--- src/rtl/lsu_mem_port_if.sv ---
// Request, response and data-memory signals between the MEM stage and lsu_mem_port.
// slave = the LSU side, master = the pipeline/memory side.
interface lsu_mem_port_if #(
  parameter int WIDTH = 32
) ();
  logic             req_valid;
  logic             req_ready;
  logic             req_write;
  logic [2:0]       req_funct3;
  logic [WIDTH-1:0] req_addr;
  logic [WIDTH-1:0] req_wdata;
  logic             resp_valid;
  logic [WIDTH-1:0] resp_rdata;
  logic             resp_misalign;
  logic [WIDTH-1:0] mem_address;
  logic [WIDTH-1:0] mem_data_write;
  logic             mem_MemWrite;
  logic             mem_MemRead;
  logic [WIDTH-1:0] mem_data_read;

  modport slave (
    input  req_valid, req_write, req_funct3, req_addr, req_wdata, mem_data_read,
    output req_ready, resp_valid, resp_rdata, resp_misalign,
           mem_address, mem_data_write, mem_MemWrite, mem_MemRead
  );

  modport master (
    output req_valid, req_write, req_funct3, req_addr, req_wdata, mem_data_read,
    input  req_ready, resp_valid, resp_rdata, resp_misalign,
           mem_address, mem_data_write, mem_MemWrite, mem_MemRead
  );
endinterface

--- src/rtl/lsu_mem_port.sv ---
// RV32I load/store unit for a single-port word memory; sub-word stores are read-modify-write.
// Optional LSU_MISALIGN_TRAP_EN: misaligned accesses respond immediately with resp_misalign = 1.
module lsu_mem_port #(
  parameter int WIDTH      = 32,
  parameter int DEPTH_LOG2 = 10
) (
  input  logic          clk,
  input  logic          reset,
  lsu_mem_port_if.slave bus
);

  typedef enum logic [2:0] {S_IDLE, S_READ, S_MERGE, S_WRITE, S_RESP} state_e;

  localparam logic [1:0] SZ_BYTE = 2'd0;
  localparam logic [1:0] SZ_HALF = 2'd1;
  localparam logic [1:0] SZ_WORD = 2'd2;

  state_e           state_q, state_d;
  logic             wr_q, wr_d;
  logic [1:0]       size_q, size_d;
  logic             uns_q, uns_d;
  logic [1:0]       lane_q, lane_d;
  logic [15:0]      wdata_q, wdata_d;
  logic [WIDTH-1:0] mem_address_q, mem_address_d;
  logic [WIDTH-1:0] mem_data_write_q, mem_data_write_d;
  logic [WIDTH-1:0] resp_rdata_q, resp_rdata_d;
  logic             resp_misalign_q, resp_misalign_d;

  logic [1:0]       req_size;
  logic             req_uns;
  logic             req_mis;
  logic             unused_addr_bits;

  assign unused_addr_bits = ^bus.req_addr[WIDTH-1:DEPTH_LOG2+2];

  function automatic logic [WIDTH-1:0] load_ext(input logic [WIDTH-1:0] w, input logic [1:0] sz,
                                                input logic [1:0] lane, input logic uns);
    logic [7:0]  b;
    logic [15:0] h;
    b = w[{lane, 3'b000} +: 8];
    h = lane[1] ? w[31:16] : w[15:0];
    case (sz)
      SZ_BYTE: load_ext = uns ? {{(WIDTH-8){1'b0}}, b}  : {{(WIDTH-8){b[7]}}, b};
      SZ_HALF: load_ext = uns ? {{(WIDTH-16){1'b0}}, h} : {{(WIDTH-16){h[15]}}, h};
      default: load_ext = w;
    endcase
  endfunction

  function automatic logic [WIDTH-1:0] store_merge(input logic [WIDTH-1:0] w, input logic [1:0] sz,
                                                   input logic [1:0] lane, input logic [15:0] d);
    store_merge = w;
    if (sz == SZ_BYTE) store_merge[{lane, 3'b000} +: 8] = d[7:0];
    else               store_merge[{lane[1], 4'b0000} +: 16] = d;
  endfunction

  // Access size: stores only look at funct3[1:0]; undefined load encodings act as LW.
  always_comb begin
    req_size = SZ_WORD;
    if (bus.req_write) begin
      case (bus.req_funct3[1:0])
        2'b00:   req_size = SZ_BYTE;
        2'b01:   req_size = SZ_HALF;
        default: req_size = SZ_WORD;
      endcase
    end else begin
      case (bus.req_funct3)
        3'b000, 3'b100: req_size = SZ_BYTE;
        3'b001, 3'b101: req_size = SZ_HALF;
        default:        req_size = SZ_WORD;
      endcase
    end
    req_uns = !bus.req_write && bus.req_funct3[2];
`ifdef LSU_MISALIGN_TRAP_EN
    req_mis = ((req_size == SZ_HALF) && bus.req_addr[0]) ||
              ((req_size == SZ_WORD) && (bus.req_addr[1:0] != 2'b00));
`else
    req_mis = 1'b0;
`endif
  end

  always_ff @(posedge clk or posedge reset) begin
    if (reset) begin
      state_q          <= S_IDLE;
      wr_q             <= 1'b0;
      size_q           <= SZ_WORD;
      uns_q            <= 1'b0;
      lane_q           <= 2'b00;
      wdata_q          <= '0;
      mem_address_q    <= '0;
      mem_data_write_q <= '0;
      resp_rdata_q     <= '0;
      resp_misalign_q  <= 1'b0;
    end else begin
      state_q          <= state_d;
      wr_q             <= wr_d;
      size_q           <= size_d;
      uns_q            <= uns_d;
      lane_q           <= lane_d;
      wdata_q          <= wdata_d;
      mem_address_q    <= mem_address_d;
      mem_data_write_q <= mem_data_write_d;
      resp_rdata_q     <= resp_rdata_d;
      resp_misalign_q  <= resp_misalign_d;
    end
  end

  // Response registers change only on entry to RESP so they hold between responses.
  always_comb begin
    state_d          = state_q;
    wr_d             = wr_q;
    size_d           = size_q;
    uns_d            = uns_q;
    lane_d           = lane_q;
    wdata_d          = wdata_q;
    mem_address_d    = mem_address_q;
    mem_data_write_d = mem_data_write_q;
    resp_rdata_d     = resp_rdata_q;
    resp_misalign_d  = resp_misalign_q;
    case (state_q)
      S_IDLE: begin
        if (bus.req_valid) begin
          wr_d          = bus.req_write;
          size_d        = req_size;
          uns_d         = req_uns;
          lane_d        = bus.req_addr[1:0];
          wdata_d       = bus.req_wdata[15:0];
          mem_address_d = {{(WIDTH-DEPTH_LOG2){1'b0}}, bus.req_addr[DEPTH_LOG2+1:2]};
          if (req_mis) begin
            resp_rdata_d    = '0;
            resp_misalign_d = 1'b1;
            state_d         = S_RESP;
          end else if (bus.req_write && (req_size == SZ_WORD)) begin
            mem_data_write_d = bus.req_wdata;
            state_d          = S_WRITE;
          end else begin
            state_d = S_READ;
          end
        end
      end
      S_READ:  state_d = S_MERGE;
      S_MERGE: begin
        if (wr_q) begin
          mem_data_write_d = store_merge(bus.mem_data_read, size_q, lane_q, wdata_q);
          state_d          = S_WRITE;
        end else begin
          resp_rdata_d    = load_ext(bus.mem_data_read, size_q, lane_q, uns_q);
          resp_misalign_d = 1'b0;
          state_d         = S_RESP;
        end
      end
      S_WRITE: begin
        resp_rdata_d    = '0;
        resp_misalign_d = 1'b0;
        state_d         = S_RESP;
      end
      S_RESP:  state_d = S_IDLE;
      default: state_d = S_IDLE;
    endcase
  end

  always_comb begin
    bus.req_ready      = (state_q == S_IDLE);
    bus.mem_MemRead    = (state_q == S_READ);
    bus.mem_MemWrite   = (state_q == S_WRITE);
    bus.resp_valid     = (state_q == S_RESP);
    bus.resp_rdata     = resp_rdata_q;
    bus.resp_misalign  = resp_misalign_q;
    bus.mem_address    = mem_address_q;
    bus.mem_data_write = mem_data_write_q;
  end

endmodule

--- src/flat_wrapper.sv ---
// flat-port wrapper written by rule: the top's interface ports become plain ports
module lsu_mem_port_flat 
#(
  parameter int WIDTH      = 32,
  parameter int DEPTH_LOG2 = 10
)
  (clk, reset, bus_req_valid, bus_req_write, bus_req_funct3, bus_req_addr, bus_req_wdata, bus_mem_data_read, bus_req_ready, bus_resp_valid, bus_resp_rdata, bus_resp_misalign, bus_mem_address, bus_mem_data_write, bus_mem_MemWrite, bus_mem_MemRead);
  lsu_mem_port_if #(.WIDTH(WIDTH)) bus_i ();
  input  logic clk;
  input  logic reset;
  input wire logic [$bits(bus_i.req_valid)-1:0] bus_req_valid;
  input wire logic [$bits(bus_i.req_write)-1:0] bus_req_write;
  input wire logic [$bits(bus_i.req_funct3)-1:0] bus_req_funct3;
  input wire logic [$bits(bus_i.req_addr)-1:0] bus_req_addr;
  input wire logic [$bits(bus_i.req_wdata)-1:0] bus_req_wdata;
  input wire logic [$bits(bus_i.mem_data_read)-1:0] bus_mem_data_read;
  output wire logic [$bits(bus_i.req_ready)-1:0] bus_req_ready;
  output wire logic [$bits(bus_i.resp_valid)-1:0] bus_resp_valid;
  output wire logic [$bits(bus_i.resp_rdata)-1:0] bus_resp_rdata;
  output wire logic [$bits(bus_i.resp_misalign)-1:0] bus_resp_misalign;
  output wire logic [$bits(bus_i.mem_address)-1:0] bus_mem_address;
  output wire logic [$bits(bus_i.mem_data_write)-1:0] bus_mem_data_write;
  output wire logic [$bits(bus_i.mem_MemWrite)-1:0] bus_mem_MemWrite;
  output wire logic [$bits(bus_i.mem_MemRead)-1:0] bus_mem_MemRead;
  assign bus_i.req_valid = bus_req_valid;
  assign bus_i.req_write = bus_req_write;
  assign bus_i.req_funct3 = bus_req_funct3;
  assign bus_i.req_addr = bus_req_addr;
  assign bus_i.req_wdata = bus_req_wdata;
  assign bus_i.mem_data_read = bus_mem_data_read;
  assign bus_req_ready = bus_i.req_ready;
  assign bus_resp_valid = bus_i.resp_valid;
  assign bus_resp_rdata = bus_i.resp_rdata;
  assign bus_resp_misalign = bus_i.resp_misalign;
  assign bus_mem_address = bus_i.mem_address;
  assign bus_mem_data_write = bus_i.mem_data_write;
  assign bus_mem_MemWrite = bus_i.mem_MemWrite;
  assign bus_mem_MemRead = bus_i.mem_MemRead;
  lsu_mem_port #(.WIDTH(WIDTH), .DEPTH_LOG2(DEPTH_LOG2)) u_core (.clk(clk), .reset(reset), .bus(bus_i));
endmodule
--- config.mk ---
export PLATFORM = sky130hd
export DESIGN_NAME = lsu_mem_port_flat
export DESIGN_NICKNAME = d
export VERILOG_FILES = /design/src/rtl/lsu_mem_port_if.sv /design/src/rtl/lsu_mem_port.sv /design/src/flat_wrapper.sv
export SDC_FILE = /design/constraint.sdc
export NUM_CORES = 1
export LEC_CHECK = 0
export BUFFER_PORTS_ARGS = -buffer_cell sky130_fd_sc_hd__buf_2
export CAP_MARGIN = 20
export CORE_ASPECT_RATIO = 1.25
export CORE_MARGIN = 3
export CORE_UTILIZATION = 46
export DETAILED_ROUTE_END_ITERATION = 10
export PLACE_DENSITY = 0.77
export RECOVER_POWER = 100
export SLEW_MARGIN = 40
export SYNTH_ARGS = -nofsm -noshare
export SYNTH_HDL_FRONTEND = slang
export SYNTH_SLANG_ARGS = --single-unit
export TNS_END_PERCENT = 50
--- constraint.sdc ---
create_clock -name clk -period 3.05 [get_ports clk]
set_clock_uncertainty 0.05 [all_clocks]
set_input_delay 0.61 -clock clk [delete_from_list [all_inputs] [get_ports clk]]
set_output_delay 0.61 -clock clk [all_outputs]
set_load 0.01 [all_outputs]
# Word-level counts from Yosys, hierarchy flattened
# Index checks and enable logic that the tools add are counted.
dict set report classes {
  addsub 2
  eq_ne 14
  shift 5
  muxes 22
  reduce_logical 14
}
# op n
set ops {}
lappend ops {{$mux 32} 7}
lappend ops {{$pmux 32 s2} 3}
lappend ops {{$bwmux 32} 2}
lappend ops {{$shift 16x7->32 const A} 1}
lappend ops {{$shift 8x7->32 const A} 1}
lappend ops {{$shiftx 16x7->32} 1}
lappend ops {{$shiftx 32x6->8} 1}
lappend ops {{$shiftx 8x7->32} 1}
lappend ops {{$mux 16} 1}
lappend ops {{$neg 5->7} 2}
lappend ops {{$pmux 3 s4} 1}
lappend ops {{$eq 3x3->1 const B} 3}
lappend ops {{$pmux 2 s2} 2}
lappend ops {{$eq 3x1->1 const B} 2}
lappend ops {{$eq 3x2->1 const B} 2}
lappend ops {{$logic_not 3->1} 2}
lappend ops {{$mux 3} 2}
lappend ops {{$eq 2x1->1 const B} 2}
lappend ops {{$logic_not 2->1} 2}
lappend ops {{$mux 2} 2}
lappend ops {{$ne 2x1->1 const B} 2}
lappend ops {{$ne 2x2->1 const B} 2}
lappend ops {{$reduce_and 2->1} 2}
lappend ops {{$reduce_and 4->1} 1}
lappend ops {{other kinds (7)} 10}
dict set report totals {
  ff_bits 100
  input_bits 103
  wordCells 67
}

# Logic depth before layout (Yosys ltp)
dict set report logic_depth {
  ltp_word 9
  ltp_mapped 10
  ltp_nobuf 6
}

# Worst setup path before layout
# No wires, ideal clock.
dict set report synth_path {
  path_type {flip-flop to flip-flop}
  from {register u_core.lane_q[1]}
  to {register u_core.mem_data_write_q[10], in the netlist u_core.bus.mem_data_write[10]}
  setup_ns 0.082
  t_arrival_ns 2.129
  required_ns 2.918
  path_slack_ns 0.789
  path_stages_with_launch 11
  period_less_slack_ns 2.261
  cell_sequence {dfrtp_1 -> buf_4 -> buf_4 -> inv_1 -> ha_1 -> or3b_1 -> clkbuf_1 -> clkbuf_1 -> o22ai_1 -> o21ai_0 -> a31oi_1}
}
dict set report synth_between {
  elab_chain_len 6
  elab_cells_between_ends 11
  cone_classes {2 x add/sub; 4 x shift; 5 x mux}
}
# item line
set synth_lines {}
lappend synth_lines {{start, declared} lsu_mem_port.sv:22} ;# logic [1:0] lane_q, lane_d;
lappend synth_lines {{start signal, assigned} lsu_mem_port.sv:98} ;# lane_q <= lane_d;
lappend synth_lines {{$neg 5->7 (on tied branches)} {lsu_mem_port.sv:53, lsu_mem_port.sv:52}}
lappend synth_lines {{$shiftx 16x7->32 (tied with other cells)} lsu_mem_port.sv:53} ;# else store_merge[{lane[1], 4'b0000} +: 16] = d;
lappend synth_lines {{$bwmux 32 (on tied branches)} {lsu_mem_port.sv:53, lsu_mem_port.sv:52}}
lappend synth_lines {{$mux 32 *} lsu_mem_port.sv:52} ;# if (sz == SZ_BYTE) store_merge[{lane, 3'b000} +: 8] = d[7:0];
lappend synth_lines {{$mux 32 *} lsu_mem_port.sv:142} ;# if (wr_q) begin
lappend synth_lines {{$pmux 32 s2 *} lsu_mem_port.sv:119} ;# case (state_q)
lappend synth_lines {{end signal, assigned} lsu_mem_port.sv:101} ;# mem_data_write_q <= mem_data_write_d;
lappend synth_lines {{end, declared} lsu_mem_port.sv:25} ;# logic [WIDTH-1:0] mem_data_write_q, mem_data_write_d;
# Mark *: on every way between the ends. The rest lies on a longest branch, timed or not. The select of a mux whose other input is x is not followed.
# A chain may end at the register's enable or synchronous reset.

# Worst setup path in the final report
dict set report layout_path {
  from {register u_core.lane_q[1]}
  to {register u_core.resp_rdata_q[20], in the netlist u_core.bus.resp_rdata[20]}
}
dict set report layout_between {
  elab_chain_len 5
  elab_cells_between_ends 7
  cone_classes {1 x shift; 6 x mux}
}
# item line
set layout_lines {}
lappend layout_lines {{$shiftx 32x6->8 or $mux 16 (tied branches)} {lsu_mem_port.sv:40, lsu_mem_port.sv:41}}
lappend layout_lines {{$mux 32 (on tied branches)} {lsu_mem_port.sv:43, lsu_mem_port.sv:44}}
lappend layout_lines {{$pmux 32 s2 *} lsu_mem_port.sv:42} ;# case (sz)
lappend layout_lines {{$mux 32 *} lsu_mem_port.sv:142}
lappend layout_lines {{$pmux 32 s2 *} lsu_mem_port.sv:119}
lappend layout_lines {{end signal, assigned} lsu_mem_port.sv:102} ;# resp_rdata_q <= resp_rdata_d;
lappend layout_lines {{end, declared} lsu_mem_port.sv:26} ;# logic [WIDTH-1:0] resp_rdata_q, resp_rdata_d;
# Marks and branches as above.

==> out/metrics.yaml <==
ctsResizeCount: 0
avgSynthCellArea_um2: 9.26
top_layer_used: "met4"
synth_xor_area_share_pct: 0
synth_commonest_cells: "dfrtp_1 (98), a21oi_1 (58), nand2_1 (56)"
overflow: 0
ys_seq_area_share_pct: 41.6
fin_nets: 878
met1Wirelength_um: 7180
crit_type: "flop to flop"
synth_top_family_by_area: "compound AO/OA/AOI/OAI gates"
yosys_warnings: 0
die_h_um: 133
htreeDepth: 3
drive_above_1_share_pct: 21.8
grt_start_max_net_pins: 100
p_leak_nw: 3.08
die_w_um: 108
status: "finished, final reports clean"
rsz0062_at_grt: "no"
relSlewSlack_pct: 43.8
r2r_setup_slack_ns: 0.61
cp_data_arrival_time_ns: 2.62
max_freq_mhz: 410
dr_total_vias: 5500
clockBufferDepth: 2
synth_top_area_share_pct: 41.2
drv_cap: 0
fin_hold_ws_ns: 0.380
cp_max_fo: 40
tightest_slew_ns: 0.843
post_cts_buffers: 0
async_flop_share_pct: 100
period_minus_slack_ns: 2.44
dr_wl_met2_um: 8650
ys.flop_type: "dfrtp_1"
finalWirelength_um: 18200
power_density_nw_per_um2: 1120
ctsRootBufferMaster: "clkbuf_16"
synthAdderAreaFrac_pct: 1.05
crit_path_end_kind: "flop"
hold_viol_final: 0
fill_cells: 1151
drtIter0Drc: 509
port_buffers: 160
diodes: 0
muxShareOfSynthArea_pct: 12.4
hold_buffers: 0
synth-simple-area-share_pct: 12.3
hold_path_class: "primary input to async pin"
wl_per_cell_um: 19.3
fin_tns_setup_ns: 0
synth.area.top_cells: "dfrtp_1 (41%), mux2_2 (7.0%), mux2i_1 (5.4%)"
areaGrowthSynthToFinish_pct: 16.8
cp.required_ns: 3.24
min_period_over_period_pct: 79.9
synth_compound_area_share_pct: 23.1
reg2reg_to: "u_core.bus.resp_rdata[20]"
grt_pass1_vias: 5244
slew_violations: 0
gr-usage-all-layers_pct: 24.9
antenna_left: 0
via_per_inst: 5.86
drtPass1Iterations: 5
synth.distinct_cells: 43
synth.most_common_cell: "dfrtp_1"
tritoncts: "yes"
numClockSinks: 99
clk_pin_slew_ns: 0.07
r2r-start: "u_core.lane_q[1]"
initial_utilization_pct: 48.1
r2r.worst_path.cells: 6
yosysTopAreaCell: "dfrtp_1"
num_rows: 45
worstSkewPairLatency_ns: 0.35
die_area_um2: 14400
startpoint_type: "flop"
wl_met3_um: 1500
gp_congestion: 0.947
synthCells: 643
dp_hpwl_um: 13200
antenna_found_initial: 0
synth_edf_count: 0
ys_ff_latch: 99
ir_drop_mv: 0.814
grt_pass1_wl_um: 28100
drc: 0
design.core.area_um2: 12400
ios: 204
netlist_area_um2: 5960
setup_viol: 0
cts-buffers-inserted: 9
[layout by cell type (no fill, tap or decap), types with 4 or more instances in the layout]
cell and count:
a21oi_1 58, a221o_1 14, a221o_2 10, a22oi_1 18, a31oi_1 24, a32o_1 15
buf_2 82, buf_4 12, clkbuf_1 81, clkbuf_16 9, conb_1 23, dfrtp_1 97
ha_1 5, inv_1 30, mux2_2 36, mux2i_1 32, nand2_1 56, nand3_1 9
nand3b_1 11, nand4b_1 8, nor2_1 39, o21ai_0 45, o22ai_1 24, or2_2 4
[layout make-up]
| type | count | area (µm²) | share of cell area, % |
|---|---|---|---|
| clock buffer | 11 | 243 | 3.49 |
| clock inverter | 5 | 85.1 | 1.22 |
| inverter | 31 | 118 | 1.69 |
| multi-input combinational | 452 | 3000 | 43.1 |
| sequential | 99 | 2480 | 35.6 |
| tap | 164 | 205 | 2.95 |
| timing repair buffer | 177 | 831 | 11.9 |
[stage by stage]
stage | cells | setup slack [ns] | total power, W | util, % | instance area, µm²
2_1_floorplan | 665 | 0.789 | 0.00537 | - | 6040
6_report | 939 | 0.612 | 0.00777 | 56.2 | 6960
4_1_cts | 938 | 0.780 | 0.00787 | 57.0 | 7060
5_1_grt | 939 | 0.473 | 0.00832 | 56.2 | 6960
3_3_place_gp | 922 | 0.839 | 0.00644 | 54.4 | 6740
3_5_place_dp | 922 | 0.798 | 0.00659 | 54.4 | 6740
[worst max-delay path, cell delays in order (launching register included)]
cell and delay, ns:
dfrtp_2 0.35, buf_4 0.44, mux2_2 0.44, a22oi_1 0.24, nor4b_4 0.07, clkbuf_1 0.32, a221o_2 0.39
[sequential cells by signal, indices dropped and copies added, names as in the netlist]
signal / count
u_core.size_q: 2
u_core.uns_q: 1
u_core.bus.mem_address: 10
u_core.wr_q: 1
u_core.wdata_q: 16
u_core.state_q: 3
u_core.bus.mem_data_write: 32
u_core.bus.resp_rdata: 32
u_core.lane_q: 2
[power by group]
group	total [W]	internal, W	switching (W)
clock	0.00126	0.000746	0.000512
combinational	0.00403	0.00163	0.00239
sequential	0.00249	0.00192	0.000567
total	0.00777	0.00430	0.00347
[layer usage]
metal / vias to the layer above / GRT usage [%]
met1: 2605 / 31.8
met3: 66 / 5.77
met5: - / 0
met2: 274 / 40.0
li1: 2555 / -
met4: 0 / 11.0
[worst max path at each step]
stage	slack, ns	end	from
3_3_place_gp	0.84	u_core.bus.resp_rdata[10]	u_core.lane_q[1]
2_1_floorplan	0.79	u_core.bus.mem_data_write[10]	u_core.lane_q[1]
6_report	0.61	u_core.bus.resp_rdata[20]	u_core.lane_q[1]
4_1_cts	0.78	u_core.bus.resp_rdata[13]	u_core.lane_q[1]
3_5_place_dp	0.80	u_core.bus.resp_rdata[9]	u_core.lane_q[1]
5_1_grt	0.47	u_core.bus.resp_rdata[24]	u_core.lane_q[1]
[logic make-up after synthesis]
kind of cell | count (synthesis)
fa+ha+maj | 5
mux | 69
compound gates | 211
buf+inv | 114
other cells | 1
simple gates | 144
flops | 99
No activity file was read; power rests on OpenSTA's default activity.
